[src/rtl/ahb_native_mem_bridge.sv]
// AHB-Lite slave bridging single transfers onto a PicoRV32-style native memory port.
// Byte lanes become mem_wstrb, mem_ready supplies wait states, and a hung target times out into ERROR.
module ahb_native_mem_bridge #(
  parameter int TIMEOUT_CYCLES = 256
) (
  input  logic        clk,
  input  logic        reset,
  input  logic        hsel,
  input  logic [31:0] haddr,
  input  logic [1:0]  htrans,
  input  logic        hwrite,
  input  logic [2:0]  hsize,
  input  logic [3:0]  hprot,
  input  logic [31:0] hwdata,
  input  logic        hready,
  output logic        hreadyout,
  output logic        hresp,
  output logic [31:0] hrdata,
  output logic        mem_valid,
  output logic        mem_instr,
  input  logic        mem_ready,
  output logic [31:0] mem_addr,
  output logic [31:0] mem_wdata,
  output logic [3:0]  mem_wstrb,
  input  logic [31:0] mem_rdata
);

  localparam int CNT_W = (TIMEOUT_CYCLES > 0) ? $clog2(TIMEOUT_CYCLES + 1) : 1;
  localparam logic [CNT_W-1:0] CNT_LAST =
    (TIMEOUT_CYCLES > 0) ? CNT_W'(TIMEOUT_CYCLES - 1) : '0;

  typedef enum logic [2:0] {
    S_IDLE,
    S_ACCESS,
    S_DONE,
    S_ERR1,
    S_ERR2
  } state_t;

  state_t           r_state;
  state_t           w_next;
  logic [31:0]      r_addr;
  logic [3:0]       r_wstrb;
  logic             r_instr;
  logic             r_write;
  logic [31:0]      r_hrdata;
  logic [CNT_W-1:0] r_cnt;

  logic             w_can_sample;
  logic             w_accept;
  logic             w_legal;
  logic [3:0]       w_wstrb;
  logic             w_timeout;
  logic             w_unused_ok;

  assign w_unused_ok  = ^hprot[3:1];

  assign w_can_sample = (r_state == S_IDLE) || (r_state == S_DONE) || (r_state == S_ERR2);
  assign w_accept     = w_can_sample && hsel && hready && htrans[1];
  assign w_timeout    = (TIMEOUT_CYCLES != 0) && (r_cnt == CNT_LAST);

  // Size/alignment decode; reads never assert strobes.
  always_comb begin
    w_legal = 1'b0;
    w_wstrb = 4'b0000;
    case (hsize)
      3'b000: begin
        w_legal = 1'b1;
        w_wstrb = 4'b0001 << haddr[1:0];
      end
      3'b001: begin
        w_legal = ~haddr[0];
        w_wstrb = haddr[1] ? 4'b1100 : 4'b0011;
      end
      3'b010: begin
        w_legal = (haddr[1:0] == 2'b00);
        w_wstrb = 4'b1111;
      end
      default: begin
        w_legal = 1'b0;
        w_wstrb = 4'b0000;
      end
    endcase
    if (!hwrite) begin
      w_wstrb = 4'b0000;
    end
  end

  always_comb begin
    w_next = r_state;
    case (r_state)
      S_IDLE, S_DONE, S_ERR2: begin
        if (w_accept) begin
          w_next = w_legal ? S_ACCESS : S_ERR1;
        end else begin
          w_next = S_IDLE;
        end
      end
      S_ACCESS: begin
        // A completion on the timeout edge still counts as a completion.
        if (mem_ready) begin
          w_next = S_DONE;
        end else if (w_timeout) begin
          w_next = S_ERR1;
        end
      end
      S_ERR1:  w_next = S_ERR2;
      default: w_next = S_IDLE;
    endcase
  end

  always_ff @(posedge clk or posedge reset) begin
    if (reset) begin
      r_state  <= S_IDLE;
      r_addr   <= '0;
      r_wstrb  <= '0;
      r_instr  <= 1'b0;
      r_write  <= 1'b0;
      r_hrdata <= '0;
      r_cnt    <= '0;
    end else begin
      r_state <= w_next;
      if (w_accept && w_legal) begin
        r_addr  <= {haddr[31:2], 2'b00};
        r_wstrb <= w_wstrb;
        r_instr <= ~hprot[0];
        r_write <= hwrite;
        r_cnt   <= '0;
      end else if ((r_state == S_ACCESS) && !mem_ready) begin
        r_cnt <= r_cnt + 1'b1;
      end
      if ((r_state == S_ACCESS) && mem_ready && !r_write) begin
        r_hrdata <= mem_rdata;
      end
    end
  end

  // Handshake outputs decode straight from the state register so reset clears them at once.
  assign mem_valid = (r_state == S_ACCESS);
  assign hreadyout = !((r_state == S_ACCESS) || (r_state == S_ERR1));
  assign hresp     = (r_state == S_ERR1) || (r_state == S_ERR2);
  assign hrdata    = r_hrdata;
  assign mem_addr  = r_addr;
  assign mem_wstrb = r_wstrb;
  assign mem_instr = r_instr;
  assign mem_wdata = hwdata;

endmodule

[config.mk]
export PLATFORM = sky130hd
export DESIGN_NAME = ahb_native_mem_bridge
export DESIGN_NICKNAME = d
export VERILOG_FILES = /design/src/rtl/ahb_native_mem_bridge.sv
export SDC_FILE = /design/constraint.sdc
export NUM_CORES = 1
export LEC_CHECK = 0
export ABC_AREA = 1
export BUFFER_PORTS_ARGS = -buffer_cell sky130_fd_sc_hd__buf_2
export CORE_UTILIZATION = 45
export DETAILED_ROUTE_END_ITERATION = 12
export PLACE_DENSITY_LB_ADDON = 0.1
export SYNTH_ARGS = -nofsm -noshare
export SYNTH_HDL_FRONTEND = slang
export SYNTH_SLANG_ARGS = --single-unit
[constraint.sdc]
create_clock -name clk -period 5.25 [get_ports clk]
set_input_delay 0 -clock clk [delete_from_list [all_inputs] [get_ports clk]]
set_output_delay 0 -clock clk [all_outputs]
set_load 0.01 [all_outputs]
Word-level counts from Yosys, hierarchy flattened:

Cells that the tools add are included.

* bits in registers: 80
* memories kept: 0
* bits in latches: 0
* memory bits (read-only): 0
* memory bits (writable): 0
* logic and storage cells: 49
* input bits: 111
* output and inout port bits: 104

* bitwise gates (word level): 2
* order comparisons: 0
* add/subtract/negate cells: 1
* shift-type cells: 1
* divide/modulo/power cells: 0
* multiplexer cells: 11
* equal/unequal tests: 8
* multiply operators: 0
* reductions and logical operators: 19

Operator list (count)
* $mux 9: 2
* $pmux 4 s3: 1
* $add 9x1->9 const B: 1
* $eq 3x2->1 const B: 3
* $eq 9x8->1 const B: 1
* $pmux 3 s3: 1
* $mux 4: 2
* $logic_and 1x1->1: 7
* $eq 3x1->1 const B: 2
* $logic_not 3->1: 2
* $mux 3: 2
* $logic_or 1x1->1: 4
* $mux 2: 2
* $shl 1x2->4 const A: 1
* $eq 3x3->1 const B: 1
* $logic_not 1->1: 3
* $ne 3x1->1 const B: 1
* $pmux 1 s3: 1
* $reduce_or 3->1: 1
* $logic_not 2->1: 1
* $not 1->1: 2
* $reduce_bool 2->1: 1

Logic depth before layout (Yosys ltp):

Gate-level depths: netlist (run 1).

* depth after elaboration: 8
* mapped depth: 9
* gate-level depth less buffers: 8

Worst setup path before layout (run 1):

OpenSTA, ideal clock, no wires.

* kind: flip-flop to flip-flop
* start: register r_cnt[0]
* end: register r_cnt[8]
* required time: 5.187 ns
* stages on the path, launching flop included: 8
* library setup time: 0.063 ns
* path slack: 3.871 ns
* arrival time: 1.316 ns
* path through: dfrtp_1 > ha_1 > nand3_1 > nor3_1 > ha_1 > o21ai_0 > nand2_1 > inv_1

* longest elaborated chain between the ends: 3

RTL lines
* from (decl): line 47 `logic [CNT_W-1:0] r_cnt;`
* from (signal assigned): line 130 `r_cnt <= r_cnt + 1'b1;`
* $add 9x1->9: line 130
* $mux 9: line 129 `end else if ((r_state == S_ACCESS) && !mem_ready) begin`
* $mux 9: line 123 `if (w_accept && w_legal) begin`

No other way between the ends. The select of a mux whose other input is x is not followed.
A chain may end at the register's enable or synchronous reset.

Worst setup path in the final report (run 1):

* start: register r_state[0]
* end: register r_addr[28], in the netlist mem_addr[28]

* longest elaborated chain between the ends: 7

RTL lines
* from (decl): line 40 `state_t r_state;`
* from (signal assigned): line 122 `r_state <= w_next;`
* $eq 3x2->1 / $logic_not 3->1 (equally long branches): line 58 `assign w_can_sample = (r_state == S_IDLE) || (r_state == S_DONE) || (r_state == S_ERR2);`
* $logic_or 1x1->1: line 58
* $logic_or 1x1->1 *: line 58
* $logic_and 1x1->1 * (3 in series): line 59 `assign w_accept = w_can_sample && hsel && hready && htrans[1];`
* $logic_and 1x1->1 *: line 123
* to (signal assigned): line 124 `r_addr <= {haddr[31:2], 2'b00};`
* to (decl): line 42 `logic [31:0] r_addr;`

Every way passes the cells marked *; elsewhere a longest branch is shown, timed or not.

==> impl_metrics.toml, run 1 <==
[outcome]
status = "completed"

[logic_synthesis]
ys_types = 22
yosys_warnings = 0
ys_seq_area_share_pct = 53.73
synthCells = 455
synth_area_leaders = "dfrtp_1 (54%), nand2_1 (20%), buf_4 (7.9%)"
ys_ff_latch = 80
synth_area_per_cell_um2 = 8.189
syn-cell-area_um2 = 3726
synth_top_area_share_pct = 53.73
synth_largest_area_cell = "dfrtp_1"

[cts]
cts_tree = "yes"
ctsResizeCount = 0
cts.sinks = 80
h-tree-depth = 3
clock_tree.root_cell = "clkbuf_8"
clockBufferDepth = 2
clock_latency_ps = 340
clkSlewWorstSetupHoldPaths_ps = 80
cts_buffers = 9

[route]
viasPerCell = 4.702
drtIter0Drc = 143
wire_per_inst_um = 12.66
drt-total-wl_um = 9302
drc = 0
antenna_left = 0
vias = 3456
drt_pass1_iterations = 4

[layout]
layout.nets = 741
antenna_cells = 0
stdcell_count = 735
finalCoreUtilization_pct = 64.88
drive_above_1_share_pct = 28.12
seqCellArea_um2 = 2002
area_delta_synth_final_pct = 36.64
multi_input_area_um2 = 1262
fillCellCount = 665

[sta]
finalCritPeriodShare_pct = 44.91
setup_viol = 0
tightest_slew_ps = 1047
finalClockSkew_ps = 11.11
slew_viol_final = 0
rsz0062_at_grt = "false"
worst_slack_ps = 2892
finalCriticalPeriod_ps = 2358
fmax_ghz = 0.4241
slew-limit-headroom_pct = 30.00
fin_setup_tns_ps = 0
hold_viol = 0

[setup_path]
critPathMaxStageDelay_ps = 740
r2r-end = "mem_addr[28]"
cp.required_ps = 5520
cp_slowest_cell = "inv_2"
cp_num_buf_inv = 2
r2r-start = "r_state[0]"
timing.critical_path.fanout_max = 50
critPathArrivalTime_ps = 2630
cp-end-kind = "flop"
cp_top_family = "simple AND/OR/NAND/NOR gates"
reg2reg_depth = 7
path_cells = "inv_2, nand4_1, nor2_2, nand2_2, inv_2, nand2_1, nand2_1"
ff2ff_setup_slack_ps = 2890
critPathLaunchType = "flop"
crit_type = "reg2reg"

[power_and_ir_drop]
vdd_drop_max_mv = 0.2078
p_leak_nw = 2.910
powerDensity_nw_per_um2 = 368.9
finalPower_w = 0.001878

[floorplanning]
io-pin-count = 215
core_area_um2 = 7848
die_h_um = 93.00
initial_core_util_pct = 47.48
die_x_um = 93.00
rows = 32
die-area_um2 = 8648

[placed_design]
place_ws_ps = 2887
place_congestion = 0.8521
port_buffers = 144
hpwl_um = 5717
dp_cells = 652

[global_route]
antenna_found_initial = 0
grt-ovfl-total = 0
grt_start_max_net_pins = 81
grtUsageTotal_pct = 22.16
grt_pass1_vias = 3415
grt_first_pass_wirelength_um = 15240

[worst_hold_path]
hp-class = "in2out"
hp-start = "hwdata[16]"
holdPathStages = 0
holdPathEnd = "mem_wdata[16]"

[job]
maxCapViolations = 0
## cell families (layout without fill, tap and decap cells)
family / Yosys count / after routing / share of synthesized area [%]
AOI/OAI and AO/OA: 13 / 13 / 1.746
buffers and inverters: 79 / 256 / 12.49
adders and majority gates: 2 / 2 / 0.6715
DFF: 80 / 80 / 53.73
other: 1 / 2 / 0.1006
and+or+nand+nor: 280 / 280 / 31.26
## sequential cells by signal, summed over array words and instances (netlist names)
| name | count |
|---|---|
| r_write | 1 |
| r_state | 3 |
| mem_addr | 30 |
| mem_wstrb | 4 |
| hrdata | 32 |
| r_cnt | 9 |
| mem_instr | 1 |
## power breakdown
part	switching, W	internal (W)
clock network	0.000227	0.000200
registers	0.0000978	0.000791
logic	0.000315	0.000248
## metal layers
layer,share of wire (%),wire length (µm),GRT usage (%),up-vias
li1,-,-,-,1720
met1,43,3959,26.10,1593
met2,49,4593,39.64,126
met3,6.1,564,4.390,17
met4,2.0,183,8.590,0
met5,0,0,0,-
## worst max path at each step
stage | from | to | slack, ps | cells past startpoint
global route | r_state[0] | mem_addr[2] | 2630 | 7
floorplan | reset | hrdata[0] | 3200 | 1
detailed placement | r_state[0] | mem_addr[9] | 2890 | 7
finish | r_state[0] | mem_addr[28] | 2890 | 7
global placement | r_state[0] | mem_addr[5] | 2930 | 7
CTS | r_state[0] | mem_addr[4] | 2880 | 7
## final cells by class
cell class / count / area share [%]
Timing Repair Buffer: 213 / 27.62
Tap cell: 102 / 2.507
Clock inverter: 5 / 0.7619
Multi-Input combinational cell: 297 / 24.80
Sequential cell: 80 / 39.32
Inverter: 27 / 2.015
Clock buffer: 11 / 2.974
## metrics by stage
step | area, µm² | hold slack (ps)
floorplan | 3730 | 91.77
global placement | 4230 | 0.06862
detailed placement | 4230 | 0.06862
CTS | 5091 | 0.06862
global route | 5091 | 0.01779
finish | 5091 | 0.003936
## cells in the mapped netlist
| master | count |
|---|---|
| nand2_1 | 199 |
| dfrtp_1 | 80 |
| nand3_1 | 53 |
| buf_4 | 39 |
| inv_1 | 21 |
| nor2_1 | 15 |
| o21ai_0 | 8 |
| buf_2 | 6 |
| inv_2 | 6 |
| clkbuf_1 | 5 |
| a21oi_1 | 4 |
| nand4_1 | 3 |
| nor2_2 | 3 |
| buf_6 | 2 |
| ha_1 | 2 |
| nand2_2 | 2 |
| nand3_2 | 2 |
| conb_1 | 1 |
| nor2_4 | 1 |
| nor3_1 | 1 |
| nor3_2 | 1 |
| o21ai_1 | 1 |
## layout by cell type (no fill, tap or decap), drive strengths merged
master,Yosys,final
nand2,201,201
buf,47,146
dfrtp,80,80
dlygate4sd3,0,67
nand3,55,55
inv,27,27
nor2,19,19
clkbuf,5,11
o21ai,9,9
a21oi,4,4
clkinv,0,4
nand4,3,3
ha,2,2
conb,1,2
nor3,2,2
clkinvlp,0,1
## what timing repair did
item,in CTS,in global routing
setup buffers,0,0
hold endpoints to repair,76,0
hold buffers,67,0
No activity file was read; power rests on OpenSTA's default activity.
==> inputs of run 2 (changes only) <==
--- a/config.mk
+++ b/config.mk
@@ -7,7 +7,7 @@
 export LEC_CHECK = 0
 export ABC_AREA = 1
 export BUFFER_PORTS_ARGS = -buffer_cell sky130_fd_sc_hd__buf_2
-export CORE_UTILIZATION = 45
+export CORE_UTILIZATION = 44
 export DETAILED_ROUTE_END_ITERATION = 12
 export PLACE_DENSITY_LB_ADDON = 0.1
 export SYNTH_ARGS = -nofsm -noshare
==> constraint.sdc (replaced) <==
create_clock -name clk -period 2.4 [get_ports clk]
set_input_delay 0 -clock clk [delete_from_list [all_inputs] [get_ports clk]]
set_output_delay 0 -clock clk [all_outputs]
set_load 0.01 [all_outputs]
==> run 2 against run 1 <==
  * Clock power grew 100%
  * Hold slack about the same
  * Sequential power grew 120%
  * Power rose by 120%
  * Register-to-register slack lost 2000 ps
  * Critical path type unchanged
  * Critical path depth is the same
  * Sequential share of layout area is 0.21 points lower
  * Combinational power rose by 120%
==> impl_metrics.toml, run 2 (synthesis results as in run 1) <==
[layout]
area_delta_synth_final_pct = 37.37
drive_above_1_share_pct = 28.46
multi_input_area_um2 = 1262
layout.nets = 745
final_cell_mix = "nand2_1 (199), buf_2 (144), dfrtp_1 (80)"
largest_reg_flops = 32
stdcell_count = 741
antenna_cells = 0
layout_commonest_cell = "nand2_1"
seqCellArea_um2 = 2002
fillCellCount = 717

[sta]
finalCritPeriodShare_pct = 64.70
hold_viol = 0
slew_viol_final = 0
setup_viol = 0
finalClockSkew_ps = 7.734
tightest_slew_ps = 722.3
finalCriticalPeriod_ps = 1553
rsz0062_at_grt = "false"
slew-limit-headroom_pct = 51.79
fin_setup_tns_ps = 0
fmax_ghz = 0.6440

[power_and_ir_drop]
vdd_drop_max_mv = 0.4323
p_leak_nw = 2.922
powerDensity_nw_per_um2 = 791.9

[route]
vias = 3458
drt_pass1_iterations = 4
wire_per_inst_um = 12.37
viasPerCell = 4.667
drc = 0
drt-total-wl_um = 9168
drtIter0Drc = 141
antenna_left = 0

[floorplanning]
die_h_um = 94.03
core_area_um2 = 8217
die_x_um = 94.03
die-area_um2 = 8841
io-pin-count = 215
initial_core_util_pct = 45.35
rows = 33

[placed_design]
hpwl_um = 5727
dp_cells = 659
place_congestion = 0.7733
port_buffers = 144

[global_route]
grt_pass1_vias = 3321
grtUsageTotal_pct = 21.22
antenna_found_initial = 0
grt_first_pass_wirelength_um = 14670
grt_start_max_net_pins = 50
grt-ovfl-total = 0

[cts]
clkSlewWorstSetupHoldPaths_ps = 80
cts.sinks = 80
cts_tree = "yes"
clockBufferDepth = 2
clock_latency_ps = 350
cts_setup_buffers = 0
clock_tree.root_cell = "clkbuf_8"
cts_buffers = 9
h-tree-depth = 3

[setup_path]
crit_type = "reg2reg"
critPathMaxStageDelay_ps = 440
r2r-start = "r_state[0]"
cp.required_ps = 2690
timing.critical_path.fanout_max = 32
endpoint = "mem_addr[11]"
critPathLaunchType = "flop"
r2r-end = "mem_addr[11]"
crit_start = "r_state[0]"
cp_slowest_cell = "inv_2"
ff2ff_setup_slack_ps = 850
reg2reg_depth = 7
critPathArrivalTime_ps = 1840
cp-end-kind = "flop"
path_cells = "inv_2, nand4_1, nor2_2, nand2_2, inv_2, nand2_1, nand2_1"

[job]
maxCapViolations = 0

[worst_hold_path]
hp-class = "in2out"
holdPathStages = 0

[outcome]
status = "completed"
[run 2: changes by cell type in the layout (fill, tap and decap cells not counted)]
cell	before	now
buf_4	2	5
buf_12	0	1
clkbuf_8	11	10
clkinv_2	2	3
clkinv_4	2	1
clkinvlp_4	1	2
inv_6	1	0
[run 2: worst min path at each step]
stage	from	endpoint	slack [ps]
after floorplan	hwdata[0]	mem_wdata[0]	90
final	hwdata[4]	mem_wdata[4]	0.004
after detailed placement	hwdata[15]	mem_wdata[15]	0.07
after CTS	hwdata[15]	mem_wdata[15]	0.07
after global placement	hwdata[15]	mem_wdata[15]	0.07
after global routing	hwdata[13]	mem_wdata[13]	0.02
[run 2: timing repair]
item	in CTS	in global routing
endpoints found under the hold margin	107	0
gates resized for setup	0	0
hold buffers	67	0
[run 2: layout make-up]
type,instances,area share (%)
clock buffer,10,2.689
timing repair buffer,217,28.31
clock inverter,5,0.6600
sequential,80,39.11
multi-input combinational,297,24.66
tap,105,2.567
inverter,27,2.004
[run 2: per-stage QoR]
step | worst slack [ps] | instance area, µm² | power [W] | hold WS [ps] | util (%)
floorplan | 348.3 | 3730 | 0.002634 | 91.77 | -
global placement | 859.1 | 4277 | 0.003089 | 0.06862 | 52.05
finish | 847.2 | 5119 | 0.004053 | 0.003914 | 62.30
detailed placement | 852.4 | 4277 | 0.003118 | 0.06862 | 52.05
global route | 650.6 | 5119 | 0.004330 | 0.01691 | 62.30
CTS | 835.2 | 5119 | 0.004088 | 0.06862 | 62.30
[run 2: critical path: cells and delay by family, from the launching register on]
| family | cells | cell delay [ps] |
|---|---|---|
| and+or+nand+nor | 5 | 560 |
| buffers and inverters | 2 | 510 |
| DFF | 1 | 420 |
[run 2: where the power goes]
group	switching [W]	internal [W]	total, W
Combinational	0.000694	0.000550	0.00124
Clock	0.000474	0.000396	0.000870
Sequential	0.000208	0.00173	0.00194
Total	0.00138	0.00268	0.00405
[run 2: per-layer routing]
metal	global-route usage, %	vias to the layer above	part of all wire [%]
met2	37.41	122	50
li1	-	1733	-
met1	24.54	1584	42
met3	4.935	19	6.8
met5	0	-	0
met4	9.103	0	1.8
